## src/rtl/mcp3008_spi_master_if.sv

```systemverilog
`timescale 1ns/1ps
`default_nettype none
// ============================================================================
// Module   : mcp3008_spi_master_if
// Brief    : Request/result bus between a client and the MCP3008 SPI master.
// Revision : 1.0
// ============================================================================
interface mcp3008_spi_master_if;
    logic       start;
    logic [2:0] channel;
    logic       busy;
    logic       data_valid;
    logic [9:0] out_data;
    logic [2:0] out_channel;
    logic       null_err;

    modport master (
        output start, channel,
        input  busy, data_valid, out_data, out_channel, null_err
    );

    modport slave (
        input  start, channel,
        output busy, data_valid, out_data, out_channel, null_err
    );
endinterface
`default_nettype wire

```

## src/rtl/mcp3008_spi_master.sv

```systemverilog
`timescale 1ns/1ps
`default_nettype none
// ============================================================================
// Module   : mcp3008_spi_master
// Brief    : Mode-0 SPI master running one 17-sclk MCP3008 conversion per start.
// Revision : 1.0
// ============================================================================
module mcp3008_spi_master #(
    parameter int unsigned CLK_DIV = 25,
    parameter bit          SGL     = 1'b1
) (
    input  wire logic                 clk_50M,
    input  wire logic                 rst,
    mcp3008_spi_master_if.slave       bus,
    output logic                      sclk,
    output logic                      MOSI,
    input  wire logic                 MISO,
    output logic                      CE_N
);

    localparam logic [8:0] c_HALF_LAST   = 9'(CLK_DIV - 1);
    localparam logic [8:0] c_HOLD_LAST   = 9'(2 * CLK_DIV - 1);
    localparam logic [4:0] c_NULL_PERIOD = 5'd7;
    localparam logic [4:0] c_LAST_PERIOD = 5'd17;

    typedef enum logic [1:0] {
        S_IDLE = 2'd0,
        S_XFER = 2'd1,
        S_HOLD = 2'd2
    } state_t;

    state_t     r_state;
    logic [8:0] r_cnt;
    logic [4:0] r_period;
    logic [2:0] r_cmd;
    logic [8:0] r_shift;
    logic       r_null_cap;
    logic       r_miso_meta;
    logic       r_miso_sync;
    logic       r_busy;
    logic       r_data_valid;
    logic [9:0] r_out_data;
    logic [2:0] r_out_channel;
    logic       r_null_err;

    // Command bit presented on MOSI during sclk period p (1-based).
    function automatic logic cmd_bit(input logic [4:0] p, input logic [2:0] ch);
        case (p)
            5'd1:    return 1'b1;
            5'd2:    return SGL;
            5'd3:    return ch[2];
            5'd4:    return ch[1];
            5'd5:    return ch[0];
            default: return 1'b0;
        endcase
    endfunction

    always_ff @(posedge clk_50M or negedge rst) begin
        if (!rst) begin
            r_state       <= S_IDLE;
            r_cnt         <= '0;
            r_period      <= '0;
            r_cmd         <= '0;
            r_shift       <= '0;
            r_null_cap    <= 1'b0;
            r_miso_meta   <= 1'b0;
            r_miso_sync   <= 1'b0;
            r_busy        <= 1'b0;
            r_data_valid  <= 1'b0;
            r_out_data    <= '0;
            r_out_channel <= '0;
            r_null_err    <= 1'b0;
            sclk          <= 1'b0;
            MOSI          <= 1'b0;
            CE_N          <= 1'b1;
        end else begin
            r_miso_meta  <= MISO;
            r_miso_sync  <= r_miso_meta;
            r_data_valid <= 1'b0;
            case (r_state)
                S_IDLE: begin
                    if (bus.start) begin
                        r_cmd      <= bus.channel;
                        r_cnt      <= '0;
                        r_period   <= 5'd1;
                        r_shift    <= '0;
                        r_null_cap <= 1'b0;
                        r_busy     <= 1'b1;
                        CE_N       <= 1'b0;
                        sclk       <= 1'b0;
                        MOSI       <= 1'b1;
                        r_state    <= S_XFER;
                    end
                end
                S_XFER: begin
                    if (r_cnt != c_HALF_LAST) begin
                        r_cnt <= r_cnt + 9'd1;
                    end else begin
                        r_cnt <= '0;
                        if (!sclk) begin
                            sclk <= 1'b1;
                        end else begin
                            // Last cycle of a high half: sample, then start the next period.
                            if (r_period == c_NULL_PERIOD) begin
                                r_null_cap <= r_miso_sync;
                            end else if (r_period > c_NULL_PERIOD && r_period < c_LAST_PERIOD) begin
                                r_shift <= {r_shift[7:0], r_miso_sync};
                            end
                            sclk <= 1'b0;
                            if (r_period == c_LAST_PERIOD) begin
                                CE_N          <= 1'b1;
                                MOSI          <= 1'b0;
                                r_data_valid  <= 1'b1;
                                r_out_data    <= {r_shift, r_miso_sync};
                                r_out_channel <= r_cmd;
                                r_null_err    <= r_null_cap;
                                r_state       <= S_HOLD;
                            end else begin
                                r_period <= r_period + 5'd1;
                                MOSI     <= cmd_bit(r_period + 5'd1, r_cmd);
                            end
                        end
                    end
                end
                S_HOLD: begin
                    if (r_cnt != c_HOLD_LAST) begin
                        r_cnt <= r_cnt + 9'd1;
                    end else begin
                        r_cnt   <= '0;
                        r_busy  <= 1'b0;
                        r_state <= S_IDLE;
                    end
                end
                default: r_state <= S_IDLE;
            endcase
        end
    end

    assign bus.busy        = r_busy;
    assign bus.data_valid  = r_data_valid;
    assign bus.out_data    = r_out_data;
    assign bus.out_channel = r_out_channel;
    assign bus.null_err    = r_null_err;

endmodule
`default_nettype wire

```

## src/flat_wrapper.sv

```systemverilog
// flat-port wrapper written by rule: the top's interface ports become plain ports
module mcp3008_spi_master_flat 
#(
    parameter int unsigned CLK_DIV = 25,
    parameter bit          SGL     = 1'b1
)
  (clk_50M, rst, sclk, MOSI, MISO, CE_N, bus_start, bus_channel, bus_busy, bus_data_valid, bus_out_data, bus_out_channel, bus_null_err);
  mcp3008_spi_master_if bus_i ();
  input  wire logic clk_50M;
  input  wire logic rst;
  output logic sclk;
  output logic MOSI;
  input  wire logic MISO;
  output logic CE_N;
  input wire logic [$bits(bus_i.start)-1:0] bus_start;
  input wire logic [$bits(bus_i.channel)-1:0] bus_channel;
  output wire logic [$bits(bus_i.busy)-1:0] bus_busy;
  output wire logic [$bits(bus_i.data_valid)-1:0] bus_data_valid;
  output wire logic [$bits(bus_i.out_data)-1:0] bus_out_data;
  output wire logic [$bits(bus_i.out_channel)-1:0] bus_out_channel;
  output wire logic [$bits(bus_i.null_err)-1:0] bus_null_err;
  assign bus_i.start = bus_start;
  assign bus_i.channel = bus_channel;
  assign bus_busy = bus_i.busy;
  assign bus_data_valid = bus_i.data_valid;
  assign bus_out_data = bus_i.out_data;
  assign bus_out_channel = bus_i.out_channel;
  assign bus_null_err = bus_i.null_err;
  mcp3008_spi_master #(.CLK_DIV(CLK_DIV), .SGL(SGL)) u_core (.clk_50M(clk_50M), .rst(rst), .bus(bus_i), .sclk(sclk), .MOSI(MOSI), .MISO(MISO), .CE_N(CE_N));
endmodule
```

## config.mk

```make
export PLATFORM = sky130hd
export DESIGN_NAME = mcp3008_spi_master_flat
export DESIGN_NICKNAME = d
export VERILOG_FILES = /design/src/rtl/mcp3008_spi_master_if.sv /design/src/rtl/mcp3008_spi_master.sv /design/src/flat_wrapper.sv
export SDC_FILE = /design/constraint.sdc
export NUM_CORES = 1
export LEC_CHECK = 0
export ABC_CLOCK_PERIOD_IN_PS = 2200
export CAP_MARGIN = 40
export CORE_MARGIN = 1.5
export CORE_UTILIZATION = 40
export DETAILED_ROUTE_END_ITERATION = 7
export PLACE_DENSITY = 0.62
export SETUP_SLACK_MARGIN = 0.2
export SYNTH_ARGS = -nofsm -noshare
export SYNTH_HDL_FRONTEND = slang
export SYNTH_SLANG_ARGS = --single-unit
```

## constraint.sdc

```tcl
create_clock -name clk_50M -period 2.2 [get_ports clk_50M]
set_clock_uncertainty 0.1 [all_clocks]
set_input_delay 0.44 -clock clk_50M [delete_from_list [all_inputs] [get_ports clk_50M]]
set_output_delay 0.44 -clock clk_50M [all_outputs]
set_load 0.03 [all_outputs]
```

==> metrics.csv <==
metric;value;unit
slowest cell delay on critical path;0.58;ns
initial core utilization;41.36;%
RR Endpoint;u_core.r_state[0];
crit path time final;2.055;ns
internal power;0.001693;W
DR vias/cell;5.612;
Leak Pwr;1.519;nW
worst path cell trace;or4_4 > buf_12 > o21ai_4 > o2111a_1 > mux2_4;
YS warnings;0;
RR Startpoint;u_core.r_cnt[8];
reg2reg path depth;5;
CP top delay family;simple AND/OR/NAND/NOR gates;
Worst Path Required;2.31;ns
syn_area_per_cell;11.16;sq um
Max Freq;0.4867;GHz
Levels on crit path;5;
Net Count, Synth;253;
Finish-stage setup viols;0;
synthesis-stage register bit count;50;
RSZ-0062 raised after global routing;true;
Peak VDD IR;0.3636;mV
Die Wd;83.80;um
Post-Syn Instances;234;
I/O pin cnt;26;
Root Driver;clkbuf_8;
Routed Antenna Nets;0;
fraction of layout cells with a size suffix above 1;35.71;%
Pwr Density;744.0;nW/um^2
FF-to-FF setup slack;0.15;ns
clock power share;22.1;%
vias in the first global route;1995;
Final Power;0.002692;W
Synth area leaders;dfrtp_1 (47%), ha_1 (5.7%), mux2_1 (4.7%), a32o_1 (3.4%), mux2_2 (3.0%);
slew of the pin with the lowest slew margin;0.4723;ns
first-pass GRT wire length;9853;um
Final Hold Fails;0;
non-filler instance count after layout;371;
register area share after synthesis;47.96;%
CP arrival;2.16;ns
share of the synthesized area in the top cell type;46.96;%
Final Cycle Share;93.40;%
Placer Congestion;0.8093;
Slew Viols, Final;0;
Sw Pwr;0.0009988;W
top-count cell post-synth;dfrtp_1;
pre-CTS setup slack;0.0002660;ns
Total GRT Usage;17.53;%
Rows;29;
nets;312;
Antenna diodes;0;
crit path max fanout;6;
1st-pass router iterations;4;
Sw Share;37.10;%
Unique masters post-synth;52;
Routed WL;6214;um
initial antenna violation count;0;
Critical Path Start Type;flip-flop;
Clk Latency, worst-skew pair;0.32;ns
Routed WL per cell;16.75;um
clock buffer count from CTS;5;
GRT overflow;0;
final setup margin;0.1453;ns
number of synthesized flops with an enable pin;0;
pin count of the biggest net entering global routing;35;
total number of vias;2082;
drt first-iter violations;117;
Core ar.;6314;sq um
clock buffer depth;2;
synthesized cell area;2611;sq um
post-DP HPWL;3920;um
Critical Path End;u_core.r_state[0];
dpl cells;348;
PortBufs;25;
endpoint class of the critical path;flip-flop;
Crit. Startpoint;u_core.r_cnt[8];
Worst Path Buf+Inv;1;
Fin Setup TNS;0;ns
top_reg_cell synth;dfrtp_1;
Clock transition at path regs;0.11;ns
Worst path slowest cell;or4_4;
drt drc;0;
max_slew headroom;68.51;%
Max Cap Violations;0;
Worst Hold Class;flip-flop to flip-flop;
Max H-tree Level;2;
Comb pwr share;38.5;%
register share of total power;39.4;%
top cells by count, synth;dfrtp_1 (49), nand2_1 (16), nor2_1 (13);
final core area utilization;57.31;%
die area;7022;sq um
area leader, netlist;dfrtp_1;
CTS tree;yes;
synth-to-layout area growth;38.57;%
Crit Path Class;flip-flop to flip-flop;
async set-reset flop share out of synthesis;100.0;%
Die Height;83.80;um
status;completed;
clock sinks;50;
-- placed cells by master, fill, tap and decap left out, drive strengths merged, types with 3 or more instances in the layout --
master and count:
a21oi 8, nor3 7, ha 12, o211ai 3, inv 13, mux2i 4, o21ai 9, buf 36
nor4 10, nand2b 3, and3 3, a32o 9, nor2 13, dfrtp 49, nand4 4, nor2b 3
clkbuf 6, xnor2 6, nand2 17, mux2 18, nand3 5, clkdlybuf4s50 22
-- sequential cells by signal (all words and copies together) (netlist names), 2 cells and up --
register / count
u_core.bus.out_channel: 3
u_core.r_period: 5
u_core.r_state: 2
u_core.bus.out_data: 10
u_core.r_shift: 9
u_core.r_cmd: 3
u_core.r_cnt: 9
-- worst min-delay path by stage --
stage,cells after the start,slack [ns],endpoint,startpoint
after floorplan,0,0.04,u_core.MOSI,rst
after global placement,0,0.24,u_core.r_miso_sync,u_core.r_miso_meta
after detailed placement,0,0.23,u_core.r_miso_sync,u_core.r_miso_meta
after CTS,0,0.25,u_core.r_miso_sync,u_core.r_miso_meta
after global routing,0,0.25,u_core.r_miso_sync,u_core.r_miso_meta
final,0,0.25,u_core.r_miso_sync,u_core.r_miso_meta
-- cell type report --
class | instances | area (sq um)
clock buffer | 5 | 68.82
clock inverter | 3 | 28.78
multi-input combinational | 163 | 1543
tap | 77 | 96.34
timing repair buffer | 62 | 585.6
fill | 531 | 2695
sequential | 50 | 1255
inverter | 11 | 41.29
-- what timing repair did --
action,4_1_cts,5_1_grt
gates resized for setup,7,53
pin swaps,7,17
hold buffers,1,0
buffers inserted,2,9
hold endpoints to repair,15,0
cloned,0,3
setup endpoints to repair,33,37
-- per-layer routing --
| layer | part of all wire [%] | up-vias | GRT usage (%) | routed length (um) |
|---|---|---|---|---|
| li1 | - | 989 | - | - |
| met1 | 48 | 1040 | 24.86 | 2964 |
| met2 | 48 | 44 | 26.91 | 2974 |
| met3 | 3.1 | 9 | 3.363 | 190 |
| met4 | 1.4 | 0 | 6.110 | 85 |
| met5 | 0 | - | 0 | 0 |
-- cell families (layout without fill, tap and decap cells) --
kind of cell | after synthesis | after routing | synth area share, %
flops | 50 | 50 | 47.96
simple gates | 74 | 76 | 16.96
fa+ha+maj | 12 | 12 | 5.750
xor+xnor | 6 | 6 | 2.012
mux | 22 | 22 | 9.440
compound gates | 47 | 47 | 13.27
buf+inv | 23 | 81 | 4.600
-- power by group through the flow --
stage	logic (W)	registers (W)	clock network, W
after floorplan	0.000516	0.00106	0
after global placement	0.000792	0.00106	0
after detailed placement	0.000805	0.00107	0
after CTS	0.000824	0.00105	0.000613
after global routing	0.00114	0.00107	0.000645
final	0.00104	0.00106	0.000596
-- metrics by stage --
step | hold WS [ns] | area [sq um]
CTS | 0.2496 | 3247
detailed placement | 0.2347 | 3108
global route | 0.2452 | 3618
global placement | 0.2364 | 3108
finish | 0.2470 | 3618
floorplan | 0.04441 | 2629
Power figures use the tool's default switching activity.
